**src/rtl/cpu_pkg.sv**
```systemverilog
// Shared types and defaults for the CPU operand path: the fetch FSM state
// encoding, the debug view of the operand-fetch unit and default widths.
package cpu_pkg;

    localparam int OPF_DATA_W = 16;
    localparam int OPF_ADDR_W = 3;

    localparam logic [2:0] OPF_IDLE_ENC = 3'd0;

    typedef enum logic [2:0] {
        IDLE    = OPF_IDLE_ENC,
        ISSUE_A = 3'd1,
        ISSUE_B = 3'd2,
        CAPT_B  = 3'd3,
        OUT     = 3'd4
    } opf_state_t;

    // Debug view: FSM state plus the forward decisions taken for this request.
    typedef struct packed {
        opf_state_t state;
        logic       fwdA;
        logic       fwdB;
        logic       useB;
    } opf_dbg_t;

    function automatic logic opfBusy(input opf_state_t s);
        return s != IDLE;
    endfunction

endpackage

```
**src/rtl/opf_fwd_capture.sv**
```systemverilog
// One operand's forward path: remembers whether the write-back in the issue
// cycle hit the source register, and picks forwarded data over RF data.
module opf_fwd_capture
    import cpu_pkg::*;
#(
    parameter int DATA_W = OPF_DATA_W,
    parameter int ADDR_W = OPF_ADDR_W
) (
    input  logic              clk,
    input  logic              rst_n,
    input  logic              sample,
    input  logic [ADDR_W-1:0] srcAddr,
    input  logic              wbEn,
    input  logic [ADDR_W-1:0] wbAddr,
    input  logic [DATA_W-1:0] wbData,
    input  logic [DATA_W-1:0] rfRdata,
    output logic              fwdHit,
    output logic [DATA_W-1:0] operand
);

    logic              hitNow;
    logic [DATA_W-1:0] fwdData;

    assign hitNow = wbEn && (wbAddr == srcAddr);

    // The RF returns the old value on read-during-write, so only a write in the
    // issue cycle itself needs to be captured here.
    always_ff @(posedge clk or negedge rst_n) begin
        if (!rst_n) begin
            fwdHit  <= 1'b0;
            fwdData <= '0;
        end else if (sample) begin
            fwdHit <= hitNow;
            if (hitNow) begin
                fwdData <= wbData;
            end
        end
    end

    assign operand = fwdHit ? fwdData : rfRdata;

endmodule

```
**src/rtl/operand_fetch.sv**
```systemverilog
// Operand fetch: reads source A then optionally source B through the single
// synchronous RF read port and hands the pair to the ALU under valid/ready.
module operand_fetch
    import cpu_pkg::*;
#(
    parameter int DATA_W = OPF_DATA_W,
    parameter int ADDR_W = OPF_ADDR_W
) (
    input  logic              clk,
    input  logic              rst_n,
    input  logic              req_valid,
    output logic              req_ready,
    input  logic [ADDR_W-1:0] req_src_a,
    input  logic [ADDR_W-1:0] req_src_b,
    input  logic              req_use_b,
    input  logic              flush,
    output logic              rf_ren,
    output logic [ADDR_W-1:0] rf_raddr,
    input  logic [DATA_W-1:0] rf_rdata,
    input  logic              wb_en,
    input  logic [ADDR_W-1:0] wb_addr,
    input  logic [DATA_W-1:0] wb_data,
    output logic              op_valid,
    input  logic              op_ready,
    output logic [DATA_W-1:0] op_a,
    output logic [DATA_W-1:0] op_b,
    output opf_dbg_t          dbg
);

    // Handshakes: a request transfers on a rising edge with req_valid && req_ready;
    // an operand pair transfers on a rising edge with op_valid && op_ready, and
    // op_a/op_b stay constant for as long as op_valid is high.

    opf_state_t        state;
    logic [ADDR_W-1:0] srcA;
    logic [ADDR_W-1:0] srcB;
    logic              useB;
    logic              fwdA;
    logic              fwdB;
    logic [DATA_W-1:0] capA;
    logic [DATA_W-1:0] capB;
    logic              sampleA;
    logic              sampleB;

    assign sampleA = (state == ISSUE_A);
    assign sampleB = (state == ISSUE_B) && useB;

    opf_fwd_capture #(
        .DATA_W(DATA_W),
        .ADDR_W(ADDR_W)
    ) uCapA (
        .clk    (clk),
        .rst_n  (rst_n),
        .sample (sampleA),
        .srcAddr(srcA),
        .wbEn   (wb_en),
        .wbAddr (wb_addr),
        .wbData (wb_data),
        .rfRdata(rf_rdata),
        .fwdHit (fwdA),
        .operand(capA)
    );

    opf_fwd_capture #(
        .DATA_W(DATA_W),
        .ADDR_W(ADDR_W)
    ) uCapB (
        .clk    (clk),
        .rst_n  (rst_n),
        .sample (sampleB),
        .srcAddr(srcB),
        .wbEn   (wb_en),
        .wbAddr (wb_addr),
        .wbData (wb_data),
        .rfRdata(rf_rdata),
        .fwdHit (fwdB),
        .operand(capB)
    );

    always_ff @(posedge clk or negedge rst_n) begin
        if (!rst_n) begin
            state     <= IDLE;
            req_ready <= 1'b1;
            rf_ren    <= 1'b0;
            rf_raddr  <= '0;
            op_valid  <= 1'b0;
            op_a      <= '0;
            op_b      <= '0;
            srcA      <= '0;
            srcB      <= '0;
            useB      <= 1'b0;
        end else if (flush && opfBusy(state)) begin
            // Abort wins over op_ready; captured operands are left as they were.
            state     <= IDLE;
            req_ready <= 1'b1;
            rf_ren    <= 1'b0;
            op_valid  <= 1'b0;
        end else begin
            case (state)
                IDLE: begin
                    if (req_valid) begin
                        srcA      <= req_src_a;
                        srcB      <= req_src_b;
                        useB      <= req_use_b;
                        req_ready <= 1'b0;
                        rf_ren    <= 1'b1;
                        rf_raddr  <= req_src_a;
                        state     <= ISSUE_A;
                    end
                end
                ISSUE_A: begin
                    rf_ren <= useB;
                    if (useB) begin
                        rf_raddr <= srcB;
                    end
                    state <= ISSUE_B;
                end
                ISSUE_B: begin
                    op_a   <= capA;
                    rf_ren <= 1'b0;
                    if (useB) begin
                        state <= CAPT_B;
                    end else begin
                        op_b     <= '0;
                        op_valid <= 1'b1;
                        state    <= OUT;
                    end
                end
                CAPT_B: begin
                    op_b     <= capB;
                    op_valid <= 1'b1;
                    state    <= OUT;
                end
                OUT: begin
                    if (op_ready) begin
                        op_valid  <= 1'b0;
                        req_ready <= 1'b1;
                        state     <= IDLE;
                    end
                end
                default: begin
                    state     <= IDLE;
                    req_ready <= 1'b1;
                    rf_ren    <= 1'b0;
                    op_valid  <= 1'b0;
                end
            endcase
        end
    end

    assign dbg = '{state: state, fwdA: fwdA, fwdB: fwdB, useB: useB};

endmodule

```
**config.mk**
```make
export PLATFORM = sky130hd
export DESIGN_NAME = operand_fetch
export DESIGN_NICKNAME = d
export VERILOG_FILES = /design/src/rtl/cpu_pkg.sv /design/src/rtl/opf_fwd_capture.sv /design/src/rtl/operand_fetch.sv
export SDC_FILE = /design/constraint.sdc
export NUM_CORES = 1
export LEC_CHECK = 0
export ABC_AREA = 0
export BUFFER_PORTS_ARGS = -buffer_cell sky130_fd_sc_hd__buf_2
export CORE_MARGIN = 2
export CORE_UTILIZATION = 53
export DETAILED_ROUTE_END_ITERATION = 12
export PLACE_DENSITY = 0.8
export SYNTH_ARGS = -nofsm -noshare
export SYNTH_HDL_FRONTEND = slang
export SYNTH_SLANG_ARGS = --single-unit
```
**constraint.sdc**
```tcl
create_clock -name clk -period 2.1 [get_ports clk]
set_input_delay 0.105 -clock clk [delete_from_list [all_inputs] [get_ports clk]]
set_output_delay 0.105 -clock clk [all_outputs]
set_load 0.01 [all_outputs]
```
# ---- After elaboration in Yosys (flattened, before gate mapping)
# Index checks and enable logic that the tools add are counted.
dict set report totals {
  regBits 82
  input_bits 48
  out_inout_bits 44
  wordCells 74
}
dict set report op_classes {
  n_eq_ne 15
  mux 23
  n_bitwise 1
  reduce_logical 21
}
# cell n
set op_table {}
lappend op_table {{16-bit 2-to-1 mux} 3}
lappend op_table {{16-bit one-hot mux with 2 select lines} 1}
lappend op_table {{3-bit 2-to-1 mux} 6}
lappend op_table {{3-bit one-hot mux with 5 select lines} 1}
lappend op_table {{3-bit AND reduction} 4}
lappend op_table {{2-bit AND reduction} 5}
lappend op_table {{1-bit 2-to-1 mux} 8}
lappend op_table {{3-bit by 2-bit equality test with 1-bit output, second input constant} 2}
lappend op_table {{3-bit equality test} 2}
lappend op_table {{2-bit by 1-bit inequality test with 1-bit output, second input constant} 3}
lappend op_table {{2-bit inequality test, second input constant} 3}
lappend op_table {{3-bit inequality test, second input constant} 2}
lappend op_table {{1-bit one-hot mux with 3 select lines} 2}
lappend op_table {{3-bit one-hot mux with 2 select lines} 1}
lappend op_table {{1-bit logical AND} 4}
lappend op_table {{1-bit one-hot mux with 4 select lines} 1}
lappend op_table {{4-bit AND reduction} 1}
lappend op_table {{2-bit nonzero test} 2}
lappend op_table {{2-bit OR reduction} 2}
lappend op_table {{3-bit by 1-bit equality test with 1-bit output, second input constant} 1}
lappend op_table {{3-bit equality test, second input constant} 1}
lappend op_table {{3-bit zero test} 1}
lappend op_table {{3-bit by 2-bit inequality test with 1-bit output, second input constant} 1}
lappend op_table {{3-bit nonzero test} 1}
lappend op_table {{2 further kinds} 2}

# ---- Longest topological paths before layout
dict set report depth {
  depth_word 4
  ltp_mapped 7
}

# ---- Cells and area by module
# Synthesis repeated with hierarchy kept, for this count alone.
dict set report hier_totals {
  cells_unflattened 291
  area_unflattened_um2 3906.2
}
# mod instances cells_each area_per_inst_um2
set modules_own_cells {}
lappend modules_own_cells {operand_fetch 1 173 2169.6}
lappend modules_own_cells {opf_fwd_capture 2 59 868.3}

# ---- Worst setup path before layout
# No wires, ideal clock.
dict set report synth_path {
  path_kind {register to register}
  from {register state[2]}
  to {register uCapB.fwdData[10]}
  setup_ns 0.125
  t_arrival_ns 1.577
  slack_ns 0.398
  path_stages_with_launch 7
  synth_period_minus_slack_ns 1.702
  path_cell_list {dfrtp_1 > buf_2 > nor2b_1 > nand2_1 > nor2_4 > buf_4 > mux2_2}
}
dict set report synth_via {
  elab_chain_cells 3
}
# item line
set synth_lines {}
lappend synth_lines {{from (decl)} operand_fetch.sv:34} ;# opf_state_t state;
lappend synth_lines {{from (signal assigned)} operand_fetch.sv:82} ;# state <= IDLE;
lappend synth_lines {{from (signal assigned)} operand_fetch.sv:94} ;# state <= IDLE;
lappend synth_lines {{from (signal assigned)} operand_fetch.sv:108} ;# state <= ISSUE_A;
lappend synth_lines {{3-bit by 2-bit equality test with 1-bit output} operand_fetch.sv:46} ;# assign sampleB = (state == ISSUE_B) && useB;
lappend synth_lines {{1-bit logical AND} operand_fetch.sv:46}
lappend synth_lines {{2-bit AND reduction (no source line)} --}
lappend synth_lines {{to (signal assigned)} opf_fwd_capture.sv:35} ;# fwdData <= wbData;
lappend synth_lines {{to (decl)} opf_fwd_capture.sv:22} ;# logic [DATA_W-1:0] fwdData;
# Every way passes these cells.
# A chain may end at the register's enable or synchronous reset.

# ---- Final worst setup path
dict set report layout_path {
  from {register state[2]}
  to {register uCapA.fwdData[1]}
}
dict set report layout_via {
  elab_chain_cells 2
}
# item line
set layout_lines {}
lappend layout_lines {{3-bit by 1-bit equality test with 1-bit output} operand_fetch.sv:45} ;# assign sampleA = (state == ISSUE_A);
lappend layout_lines {{2-bit AND reduction (no source line)} --}
lappend layout_lines {{to (signal assigned)} opf_fwd_capture.sv:35}
lappend layout_lines {{to (decl)} opf_fwd_capture.sv:22}
# Every way passes these cells.

==> run_results.csv <==
group,metric,value,unit
outcome,outcome,"completed",
setup_path,reg2reg_from,"state[2]$_DFFE_PN0P_",
synth,synth_cell_type_count,31,
die,rows,29,
sta,hold_viol,0,
clock_network,htree_num_levels,3,
route,wire_per_inst,16.23,um
synth,synth_edf_count,0,
power_and_ir_drop,clock_power_share,21.9,%
setup_path,timing.rr.end,"uCapA.fwdData[1]$_DFFE_PN0P_",
setup_path,rrSetupSlack,300,ps
power_and_ir_drop,power_frac_comb,34.4,%
global_routing,grt_max_degree,63,
power_and_ir_drop,p_int,4267,uW
setup_path,r2r_cells,5,
synth,syn_area_per_cell,12.20,um^2
route,firstDrtPassIters,4,
clock_network,clk-insertion-delay-late,350,ps
synth,synthArstFlopShare,100.0,%
cells_and_area,diodes,0,
setup_path,cpLargestDelayFamily,"simple AND/OR/NAND/NOR gates",
setup_path,critical_path_class,"reg -> reg",
clock_network,postCtsResizedCells,0,
sta,max_freq,556.7,MHz
cells_and_area,fin_util,70.30,%
setup_path,slowest_stage,"dfrtp_1",
setup_path,cp-startpoint,"state[2]$_DFFE_PN0P_",
setup_path,crit_path_max_fanout,17,
setup_path,required,2330,ps
die,die-width,86.26,um
sta,finalWorstPathRequiredPeriod,1796,ps
synth,ys_ff_latch,82,
setup_path,cp_slowest_stage_delay,510,ps
job,maxCapViolations,0,
sta,finalSetupTns,0,ps
clock_network,cts_buffers,9,
route,vias,2558,
power_and_ir_drop,swShare,33.24,%
sta,slew_viol_final,0,
setup_path,path_depth,5,
setup_path,critPathCaptureType,"register",
cells_and_area,nFillCells,478,
sta,period_share,85.53,%
synth,synthFlopType,"dfrtp_1",
setup_path,worstSetupStartpointType,"register",
die,start_util,55.52,%
power_and_ir_drop,leakagePower,0.002162,uW
route,routed_via_density,5.296,
sta,hold_ws,4.940,ps
clock_network,cts_tree,"done",
clock_network,cts_root_buffer,"clkbuf_8",
setup_path,crit_buf_inv,1,
route,drc_errors,0,
die,die_h,86.26,um
global_routing,antenna_found_initial,0,
die,core_area,6459,um^2
synth,seq_area_frac_synth,57.26,%
sta,rsz0062_at_grt,"false",
synth,synth_common_cells,"dfrtp_1 (81), mux2_2 (39), mux2i_1 (36), a21oi_1 (24), nor2_1 (24)",
route,drt_wl_total,7838,um
sta,worst_pin_slew,680.7,ps
setup_path,crit_path_end,"uCapA.fwdData[1]$_DFFE_PN0P_",
clock_network,cts.path.max_buffers,2,
power_and_ir_drop,power_frac_seq,43.7,%
cells_and_area,nNetsFinal,449,
die,io_pins,92,
synth,synth_warnings,0,
synth,syn_area,3586,um^2
sta,clock_skew,13.50,ps
power_and_ir_drop,p_switching,2124,uW
route,drt_first_iter_violations,163,
global_routing,overflow,0,
placed_design,port-buffer-count,91,
global_routing,grt_util_all_layers,22.06,%
global_routing,grt_pass1_vias,2578,
synth,synth_nets,342,
cells_and_area,drive_gt1_share,39.66,%
route,ant_nets,0,
setup_path,path_cells,"nor2_1 > nand2_2 > nor2_4 > buf_4 > mux2_2",
synth,synth_most_common_cell,"dfrtp_1",
synth,syn_inst,294,
sta,relSlewSlack,54.51,%
power_and_ir_drop,peakVddDrop,0.7413,mV
clock_network,clk_pin_slew,90,ps
placed_design,gp_congestion,0.8210,
synth,netlist_top_cells_area,"dfrtp_1 (57%), mux2_2 (12%), mux2i_1 (10%)",
synth,synth_top_area_share,56.52,%
die,die_area,7440,um^2
hold_path,worst_hold_path_type,"in -> reg",
global_routing,grt_pass1_wl,12550,um
placed_design,dp_hpwl,5299,um
clock_network,cts_sinks,82,
cells_and_area,area_delta_synth_final,26.62,%
synth,yosysTopAreaCell,"dfrtp_1",
power_and_ir_drop,p_per_area,1408,nW/um^2
setup_path,crit_arrival,2030,ps
sta,setup_viol,0,
[sequential cells by signal (all words and copies together), names as in the netlist]
signal,cells
op_a,16
rf_ren,1
uCapB.fwdData,16
uCapA.fwdData,16
rf_raddr,3
op_valid,1
uCapB.fwdHit,1
op_b,16
req_ready,1
srcA,3
state,3
srcB,3
uCapA.fwdHit,1
useB,1
[timing repair]
| action | 4_1_cts | 5_1_grt |
|---|---|---|
| hold endpoints to repair | 44 | 0 |
| hold buffers | 17 | 0 |
| setup buffers | 0 | 0 |
[cells by family after synthesis]
group	synth area share, %
DFF	57.26
muxes	22.30
and+or+nand+nor	9.108
AOI/OAI and AO/OA	6.560
buffers and inverters	3.315
xor gates and xnor gates	1.465
[final cells by class]
type                       count  area, um^2  share of cell area (%)
sequential                    82        2053                   45.22
tap                           77       96.34                   2.122
multi-input combinational    192        1416                   31.19
timing repair buffer         116       725.7                   15.98
clock inverter                 5       107.6                   2.370
clock buffer                  11       141.4                   3.114
[metal layers]
layer  vias to the layer above  GRT usage, %  routed length [um]  share of wire [%]
met5                         -             0                   0                  0
met4                         0         9.659                 168                2.1
met3                        14         3.143                 312                4.0
met2                        61         34.81                3822                 49
met1                      1253         30.81                3535                 45
li1                       1230             -                   -                  -
[power by group through the flow]
stage	clock [uW]	combinational, uW	sequential (uW)
after floorplan	0	1390	2820
after global placement	0	2130	2780
after detailed placement	0	2200	2810
after CTS	1420	2230	2790
after global routing	1490	2420	2880
final	1400	2200	2790
[worst min-delay path by stage]
stage	end	depth (start not counted)	from	slack (ps)
floorplan	op_a[0]$_DFFE_PN0P_	0	rst_n	-190
global placement	srcB[1]$_DFFE_PN0P_	1	rst_n	9
detailed placement	srcB[1]$_DFFE_PN0P_	1	rst_n	10
CTS	uCapA.fwdData[7]$_DFFE_PN0P_	2	wb_data[7]	2
global route	uCapA.fwdData[14]$_DFFE_PN0P_	2	wb_data[14]	5
finish	uCapA.fwdData[14]$_DFFE_PN0P_	2	wb_data[14]	5
[metrics by stage]
step / area [um^2] / instances / total power (uW) / worst slack (ps)
after floorplan: 3586 / 294 / 4210 / 398.2
after global placement: 4121 / 450 / 4910 / 351.1
after detailed placement: 4121 / 450 / 5010 / 317.4
after CTS: 4541 / 483 / 6442 / 298.1
after global routing: 4541 / 483 / 6784 / 193.4
final: 4541 / 483 / 6391 / 303.8
[placed cells by master, fill, tap and decap left out, types with 10 or more instances in the layout]
| master | n |
|---|---|
| buf_2 | 90 |
| nand2_1 | 21 |
| o21ai_0 | 17 |
| clkbuf_8 | 10 |
| mux2i_1 | 36 |
| nor2_1 | 24 |
| dfrtp_1 | 81 |
| a21oi_1 | 24 |
| dlygate4sd3_1 | 17 |
| mux2_2 | 39 |
Power figures use the tool's default switching activity.
